**src/rtl/wb_arbiter2_if.sv**
```systemverilog
// wb_arbiter2_if: Wishbone classic bus bundle; master drives the request, slave returns data and ack.
interface wb_arbiter2_if;
    logic [31:0] addr;
    logic [31:0] wdata;
    logic [31:0] rdata;
    logic        we;
    logic [3:0]  sel;
    logic        stb;
    logic        cyc;
    logic        ack;
    modport master (output addr, wdata, we, sel, stb, cyc, input rdata, ack);
    modport slave  (input addr, wdata, we, sel, stb, cyc, output rdata, ack);
endinterface

```
**src/rtl/wb_arbiter2.sv**
```systemverilog
// wb_arbiter2: two-master round-robin Wishbone arbiter with whole-cycle ownership and a stalled-slave watchdog.
module wb_arbiter2 #(
    parameter int TIMEOUT_CYCLES = 256,
    parameter int CNT_W          = 16
) (
    input  logic                clk,
    input  logic                rst,
    wb_arbiter2_if.slave        m0,
    wb_arbiter2_if.slave        m1,
    wb_arbiter2_if.master       s,
    output logic [1:0]          grant_o,
    output logic                timeout_o
);
    typedef enum logic [1:0] {IDLE, BUS_M0, BUS_M1, ABORT} state_t;
    state_t           state, next;
    logic             owner, last_owner, next_last;
    logic [CNT_W-1:0] wd, wd_next;
    logic             bus, cur_cyc, cur_stb, stall;
    assign bus     = (state == BUS_M0) || (state == BUS_M1);
    assign cur_cyc = owner ? m1.cyc : m0.cyc;
    assign cur_stb = owner ? m1.stb : m0.stb;
    assign stall   = bus && cur_stb && !s.ack;
    always_comb begin
        next      = state;
        next_last = last_owner;
        wd_next   = '0;
        case (state)
            IDLE:           next = (m0.cyc && (!m1.cyc || last_owner)) ? BUS_M0 : m1.cyc ? BUS_M1 : IDLE;
            BUS_M0, BUS_M1: begin
                if (!cur_cyc) begin
                    next      = IDLE;
                    next_last = owner;
                end else if (stall && wd == CNT_W'(TIMEOUT_CYCLES - 1)) next = ABORT;
                else if (stall) wd_next = wd + 1'b1;
            end
            default: begin
                next      = IDLE;
                next_last = owner;
            end
        endcase
    end
    // last_owner resets to M1 so M0 wins the first tie
    always_ff @(posedge clk or negedge rst) begin
        if (!rst) begin
            state      <= IDLE;
            owner      <= 1'b0;
            last_owner <= 1'b1;
            wd         <= '0;
        end else begin
            state      <= next;
            last_owner <= next_last;
            wd         <= wd_next;
            if (state == IDLE) owner <= (next == BUS_M1);
        end
    end
    assign s.addr  = bus ? (owner ? m1.addr : m0.addr) : '0;
    assign s.wdata = bus ? (owner ? m1.wdata : m0.wdata) : '0;
    assign s.we    = bus && (owner ? m1.we : m0.we);
    assign s.sel   = bus ? (owner ? m1.sel : m0.sel) : '0;
    assign s.stb   = bus && cur_stb;
    assign s.cyc   = bus && cur_cyc;
    // an aborted transfer is still acked so the master sees completion, with zero data
    assign m0.rdata = (state == BUS_M0) ? s.rdata : '0;
    assign m1.rdata = (state == BUS_M1) ? s.rdata : '0;
    assign m0.ack   = ((state == BUS_M0) && s.ack) || ((state == ABORT) && !owner);
    assign m1.ack   = ((state == BUS_M1) && s.ack) || ((state == ABORT) && owner);
    assign grant_o  = {(state == BUS_M1) || ((state == ABORT) && owner),
                       (state == BUS_M0) || ((state == ABORT) && !owner)};
    assign timeout_o = (state == ABORT);
endmodule

```
**src/flat_wrapper.sv**
```systemverilog
// flat-port wrapper written by rule: the top's interface ports become plain ports
module wb_arbiter2_flat 
#(
    parameter int TIMEOUT_CYCLES = 256,
    parameter int CNT_W          = 16
)
  (clk, rst, grant_o, timeout_o, m0_addr, m0_wdata, m0_we, m0_sel, m0_stb, m0_cyc, m0_rdata, m0_ack, m1_addr, m1_wdata, m1_we, m1_sel, m1_stb, m1_cyc, m1_rdata, m1_ack, s_addr, s_wdata, s_we, s_sel, s_stb, s_cyc, s_rdata, s_ack);
  wb_arbiter2_if m0_i ();
  wb_arbiter2_if m1_i ();
  wb_arbiter2_if s_i ();
  input  logic clk;
  input  logic rst;
  output logic [1:0] grant_o;
  output logic timeout_o;
  input wire logic [$bits(m0_i.addr)-1:0] m0_addr;
  input wire logic [$bits(m0_i.wdata)-1:0] m0_wdata;
  input wire logic [$bits(m0_i.we)-1:0] m0_we;
  input wire logic [$bits(m0_i.sel)-1:0] m0_sel;
  input wire logic [$bits(m0_i.stb)-1:0] m0_stb;
  input wire logic [$bits(m0_i.cyc)-1:0] m0_cyc;
  output wire logic [$bits(m0_i.rdata)-1:0] m0_rdata;
  output wire logic [$bits(m0_i.ack)-1:0] m0_ack;
  input wire logic [$bits(m1_i.addr)-1:0] m1_addr;
  input wire logic [$bits(m1_i.wdata)-1:0] m1_wdata;
  input wire logic [$bits(m1_i.we)-1:0] m1_we;
  input wire logic [$bits(m1_i.sel)-1:0] m1_sel;
  input wire logic [$bits(m1_i.stb)-1:0] m1_stb;
  input wire logic [$bits(m1_i.cyc)-1:0] m1_cyc;
  output wire logic [$bits(m1_i.rdata)-1:0] m1_rdata;
  output wire logic [$bits(m1_i.ack)-1:0] m1_ack;
  output wire logic [$bits(s_i.addr)-1:0] s_addr;
  output wire logic [$bits(s_i.wdata)-1:0] s_wdata;
  output wire logic [$bits(s_i.we)-1:0] s_we;
  output wire logic [$bits(s_i.sel)-1:0] s_sel;
  output wire logic [$bits(s_i.stb)-1:0] s_stb;
  output wire logic [$bits(s_i.cyc)-1:0] s_cyc;
  input wire logic [$bits(s_i.rdata)-1:0] s_rdata;
  input wire logic [$bits(s_i.ack)-1:0] s_ack;
  assign m0_i.addr = m0_addr;
  assign m0_i.wdata = m0_wdata;
  assign m0_i.we = m0_we;
  assign m0_i.sel = m0_sel;
  assign m0_i.stb = m0_stb;
  assign m0_i.cyc = m0_cyc;
  assign m0_rdata = m0_i.rdata;
  assign m0_ack = m0_i.ack;
  assign m1_i.addr = m1_addr;
  assign m1_i.wdata = m1_wdata;
  assign m1_i.we = m1_we;
  assign m1_i.sel = m1_sel;
  assign m1_i.stb = m1_stb;
  assign m1_i.cyc = m1_cyc;
  assign m1_rdata = m1_i.rdata;
  assign m1_ack = m1_i.ack;
  assign s_addr = s_i.addr;
  assign s_wdata = s_i.wdata;
  assign s_we = s_i.we;
  assign s_sel = s_i.sel;
  assign s_stb = s_i.stb;
  assign s_cyc = s_i.cyc;
  assign s_i.rdata = s_rdata;
  assign s_i.ack = s_ack;
  wb_arbiter2 #(.TIMEOUT_CYCLES(TIMEOUT_CYCLES), .CNT_W(CNT_W)) u_core (.clk(clk), .rst(rst), .m0(m0_i), .m1(m1_i), .s(s_i), .grant_o(grant_o), .timeout_o(timeout_o));
endmodule
```
**config.mk**
```make
export PLATFORM = sky130hd
export DESIGN_NAME = wb_arbiter2_flat
export DESIGN_NICKNAME = d
export VERILOG_FILES = /design/src/rtl/wb_arbiter2_if.sv /design/src/rtl/wb_arbiter2.sv /design/src/flat_wrapper.sv
export SDC_FILE = /design/constraint.sdc
export NUM_CORES = 1
export LEC_CHECK = 0
export BUFFER_PORTS_ARGS = -buffer_cell sky130_fd_sc_hd__buf_2
export CAP_MARGIN = 10
export CORE_AREA = 3 3 121 123
export DETAILED_ROUTE_END_ITERATION = 16
export DIE_AREA = 0 0 124 126
export GPL_TIMING_DRIVEN = 0
export PLACE_DENSITY_LB_ADDON = 0.3
export SLEW_MARGIN = 20
export SYNTH_ARGS = -nofsm -noshare
export SYNTH_HDL_FRONTEND = slang
export SYNTH_SLANG_ARGS = --single-unit
```
**constraint.sdc**
```tcl
create_clock -name clk -period 5.81 [get_ports clk]
set_input_delay 0.581 -clock clk [delete_from_list [all_inputs] [get_ports clk]]
set_output_delay 0.581 -clock clk [all_outputs]
set_load 0.01 [all_outputs]
```
After elaboration in Yosys (flattened, before gate mapping). Cells that the tools add are included.

Logic and storage cells: 56. Output and inout bits: 140. Bits in latches: 0. RAM bits: 0. Bits of input ports: 177. Memories: 0. Bits in read-only memories: 0. Flip-flop bits (word level): 20.

Multiplexer cells: 22. Shift-type cells: 0. Reduce and logical (&&, ||, !) cells: 22. Equal/unequal tests: 6. Div/mod/pow operators: 0. Bitwise gates (word level): 1. Add/sub/neg operators: 1. $lt $le $gt $ge: 0. $mul: 0.

Operators with widths (number): 2-to-1 mux 32 bit (6); 2-to-1 mux 16 bit (4); adder 16 x 1 -> 16 bit, second input constant (1); equality test 16 x 8 -> 1 bit, second input constant (1); logical AND 1 bit (10); 2-to-1 mux 2 bit (4); 2-to-1 mux 4 bit (2); equality test 2 bit, second input constant (3); logical OR 1 bit (6); 2-to-1 mux 1 bit (4); case mux 2 bit (2 select lines) (1); logical NOT 1 bit (3); equality test 2 x 1 -> 1 bit, second input constant (1); logical NOT 2 bit (1); inequality test 2 bit, second input constant (1); case mux 1 bit (2 select lines) (1); AND reduction 2 bit (1); OR reduction 2 bit (1); NOT 1 bit (1).

Longest topological paths before layout.
Word-level depth: 9. Gate-level depth with buffers: 7. Mapped depth without buffers: 5.

Worst setup path before layout. OpenSTA, ideal clock, no wires.

Path type: reg-to-output. From: register u_core.state[0]. To: output port s_addr[31]. Buffers on the path: 2. Path slack: 3.817 ns. Arrival: 1.412 ns. Stages on the path, launching flop included: 6. Required time: 5.229 ns. Cell sequence: dfrtp_1 inv_1 ha_1 clkbuf_1 clkbuf_1 nor2b_1.

Longest elaborated chain between the ends: 3. Elaborated cells on any way between the ends: 4. Classes of those cells: eq/ne (2); mux (1); reduce/logical (1).

RTL lines: start, declared (RTL line wb_arbiter2.sv:15) `state_t state, next;`; start signal, assigned (RTL line wb_arbiter2.sv:50) `state <= next;`; equality test 2 x 1 -> 1 bit / equality test 2 bit (equally long branches) (RTL line wb_arbiter2.sv:19) `assign bus = (state == BUS_M0) || (state == BUS_M1);`; logical OR 1 bit * (RTL line wb_arbiter2.sv:19); 2-to-1 mux 32 bit * (RTL line wb_arbiter2.sv:56) `assign s.addr = bus ? (owner ? m1.addr : m0.addr) : '0;`; end, declared (RTL line flat_wrapper.sv:31) `output wire logic [$bits(s_i.addr)-1:0] s_addr;`.

Every way passes the cells marked *; elsewhere a longest branch is shown, timed or not.

Worst setup path after layout.
From: register u_core.state[0]. To: output port s_wdata[0].

Longest elaborated chain between the ends: 3. Elaborated cells on any way between the ends: 4. Classes of those cells: eq/ne (2); mux (1); reduce/logical (1).

RTL lines: equality test 2 x 1 -> 1 bit / equality test 2 bit (equally long branches) (RTL line wb_arbiter2.sv:19); logical OR 1 bit * (RTL line wb_arbiter2.sv:19); 2-to-1 mux 32 bit * (RTL line wb_arbiter2.sv:57) `assign s.wdata = bus ? (owner ? m1.wdata : m0.wdata) : '0;`; end, declared (RTL line flat_wrapper.sv:32) `output wire logic [$bits(s_i.wdata)-1:0] s_wdata;`.

Marked as above.

==> qor.yml <==
yosys:
  syn_inst: 344
  synth_area_leaders: "mux2i_1, dfrtp_1, nor2b_1"
  synth_flop_cell: "dfrtp_1"
  yosys.area.top_type: "mux2i_1"
  synth_top_area_share_pct: 25.7
  synth_commonest_cells: "mux2i_1, nor2b_1, and2_1"
  ys_types: 38
  yosysSeqAreaShare_pct: 18.1
  synth_nets: 526
  ys.warnings.count: 0
  yosysMostFrequentCell: "mux2i_1"
  synth-async-reset-ratio_pct: 100
  ys_ff_latch: 20
  synth_edf_count: 0
  syn_avg_cell_area_um2: 8.05
  synth_area_um2: 2770
sta:
  finalHoldViolCount: 0
  slew_viol_final: 0
  fin_tns_setup_ps: 0
  finalSetupViolCount: 0
  fin_crit_ps: 3080
  worstMarginPinSlew_ps: 767
  rsz0062_at_grt: "false"
  fin_crit_sh_pct: 52.9
  relSlewSlack_pct: 48.9
  whs_ps: 274
  worst_slack_ps: 2730
  fmax_ghz: 0.325
  fin_skew_ps: 2.68
detailed_routing:
  viasPerCell: 4.00
  detail-route-antenna-nets: 0
  drtIter0Drc: 120
  firstDrtPassIters: 4
  dr_wl_met2_um: 6260
  wl_um: 12400
  drcViolationCount: 0
  vias: 3373
  wl_per_cell_um: 14.6
  met3WireLength_um: 938
  met1_length_um: 5090
  dr.max_layer_used: "met5"
floorplan:
  dieWidth_um: 124
  dieArea_um2: 15600
  num_io_pins: 317
  start_util_pct: 20.1
  core-area_um2: 13800
  rows: 43
  die_h_um: 126
power_and_ir_drop:
  ir_drop_v: 0.000104
  switchingPower_uw: 932
  p_seq_share_pct: 9.0
  p_per_area_nw_per_um2: 409
  power_frac_comb_pct: 82.9
  clockPowerShare_pct: 8.1
  leakage_nw: 2.61
  swShare_pct: 48.9
  internal_power_uw: 974
worst_setup_path:
  reg2reg_from: "u_core.state[0]"
  critPathCaptureType: "primary output"
  worstSetupPathType: "register to primary output"
  start_kind: "register"
  critPathRequiredTime_ps: 5230
  crit_path_max_fanout: 10
  startpoint: "u_core.state[0]"
  crit_arrival_ps: 2490
placed_design:
  gp_congestion: 0.802
  dp_hpwl_um: 10600
  dp_cells: 840
  portBuffers: 316
  pre_cts_ws_ps: 2920
  placed_area_um2: 4570
clock_network:
  clk_pin_slew_ps: 50
  cts_setup_buffers: 0
  root_buffer: "clkbuf_16"
  post_cts_resized: 0
  cts_buffers: 3
  cts_tree: "done"
  clock_sinks: 20
  postCtsHoldBufs: 0
  cts_buffer_depth: 2
  htree_levels: 1
  worst_skew_pair.late_latency_ps: 250
run:
  cap_viol_max_count: 0
hold_path:
  min_path_type: "primary input to async pin"
run_status:
  status: "completed"
final_layout:
  stdcell_area_um2: 4660
  final_cells: 844
  finalNetCount: 847
  antenna_cells: 0
  multiInputGateArea_um2: 2140
  n_fill_cell: 1482
  drive_gt1_share_pct: 50.5
  seq_area_um2: 502
  areaGrowthSynthToFinish_pct: 68.5
grt:
  antenna_found_initial: 1
  grt_usage_pct: 14.0
  grt_max_degree: 21
  grt_pass1_wl_um: 17400
  first_global_vias: 3076
  gr-total-overflow: 0
stage by stage:
stage,power [mW],util (%)
6_report,1.91,33.9
4_1_cts,1.94,33.9
5_1_grt,2.08,33.9
2_1_floorplan,1.12,-
3_5_place_dp,1.78,33.2
3_3_place_gp,1.79,33.2
worst max-delay path, cell delays in order, from the launching register on:
cell and delay, ps:
dfrtp_1 370, inv_1 90, ha_1 300, clkbuf_1 400, clkbuf_1 450, nor2b_1 420, buf_2 210
cells by family after synthesis:
family	count (synthesis)	share of synthesized area, %
XOR/XNOR	11	3.48
buffers and inverters	31	4.52
multiplexers	71	25.7
flip-flops	20	18.1
AO/OA/AOI/OAI	21	5.06
adder cells (fa/ha/maj)	5	2.26
AND/OR/NAND/NOR	185	40.9
final cells by class:
| class | instances | share of cell area [%] |
|---|---|---|
| repair buffers | 316 | 33.9 |
| flip-flops and latches | 20 | 10.8 |
| plain buffers | 23 | 2.04 |
| inverters | 8 | 0.644 |
| well taps | 180 | 4.83 |
| clock buffers | 4 | 1.91 |
| multi-input cells | 293 | 45.9 |
sequential cells by signal, summed over array words and instances, names as in the netlist:
| signal | flops |
|---|---|
| u_core.state | 2 |
| u_core.wd | 16 |
| u_core.owner | 1 |
| u_core.last_owner | 1 |
cell usage in the layout (no fill, tap or decap), types with 3 or more instances in the layout:
cell and count:
xnor2_1 6, clkbuf_1 15, nor2_1 14, ha_1 5, dfrtp_1 19, nand2_1 10, buf_2 323, xor2_1 5
inv_1 8, a21oi_1 4, and2_1 64, mux2i_1 71, a21o_1 3, nor4_1 6, nand3_1 6, clkbuf_16 3
nor2b_1 70, o21ai_0 4
final timing paths:
path                                endpoint  slack, ps  depth (start not counted)
setup / recovery                  s_wdata[0]       2730                          6
hold / removal                  u_core.wd[5]        270                          1
setup reg to reg                u_core.wd[8]       3580                          7
hold reg to reg            u_core.last_owner        510                          2
max in group asynchronous  u_core.last_owner       5200                          1
min in group clk           u_core.last_owner        510                          2
power by group through the flow:
| stage | combinational, mW | sequential (mW) | clock (mW) |
|---|---|---|---|
| 4_1_cts | 1.61 | 0.172 | 0.160 |
| 5_1_grt | 1.74 | 0.175 | 0.166 |
| 3_3_place_gp | 1.61 | 0.174 | 0 |
| 6_report | 1.58 | 0.171 | 0.155 |
| 3_5_place_dp | 1.60 | 0.174 | 0 |
| 2_1_floorplan | 0.953 | 0.170 | 0 |
per-layer routing:
layer | up-vias | GRT usage, %
met4 | 2 | 1.80
met2 | 114 | 25.4
met3 | 7 | 1.89
met1 | 1462 | 18.1
met5 | - | 0
li1 | 1788 | -
(Power assumes the default switching activity.)
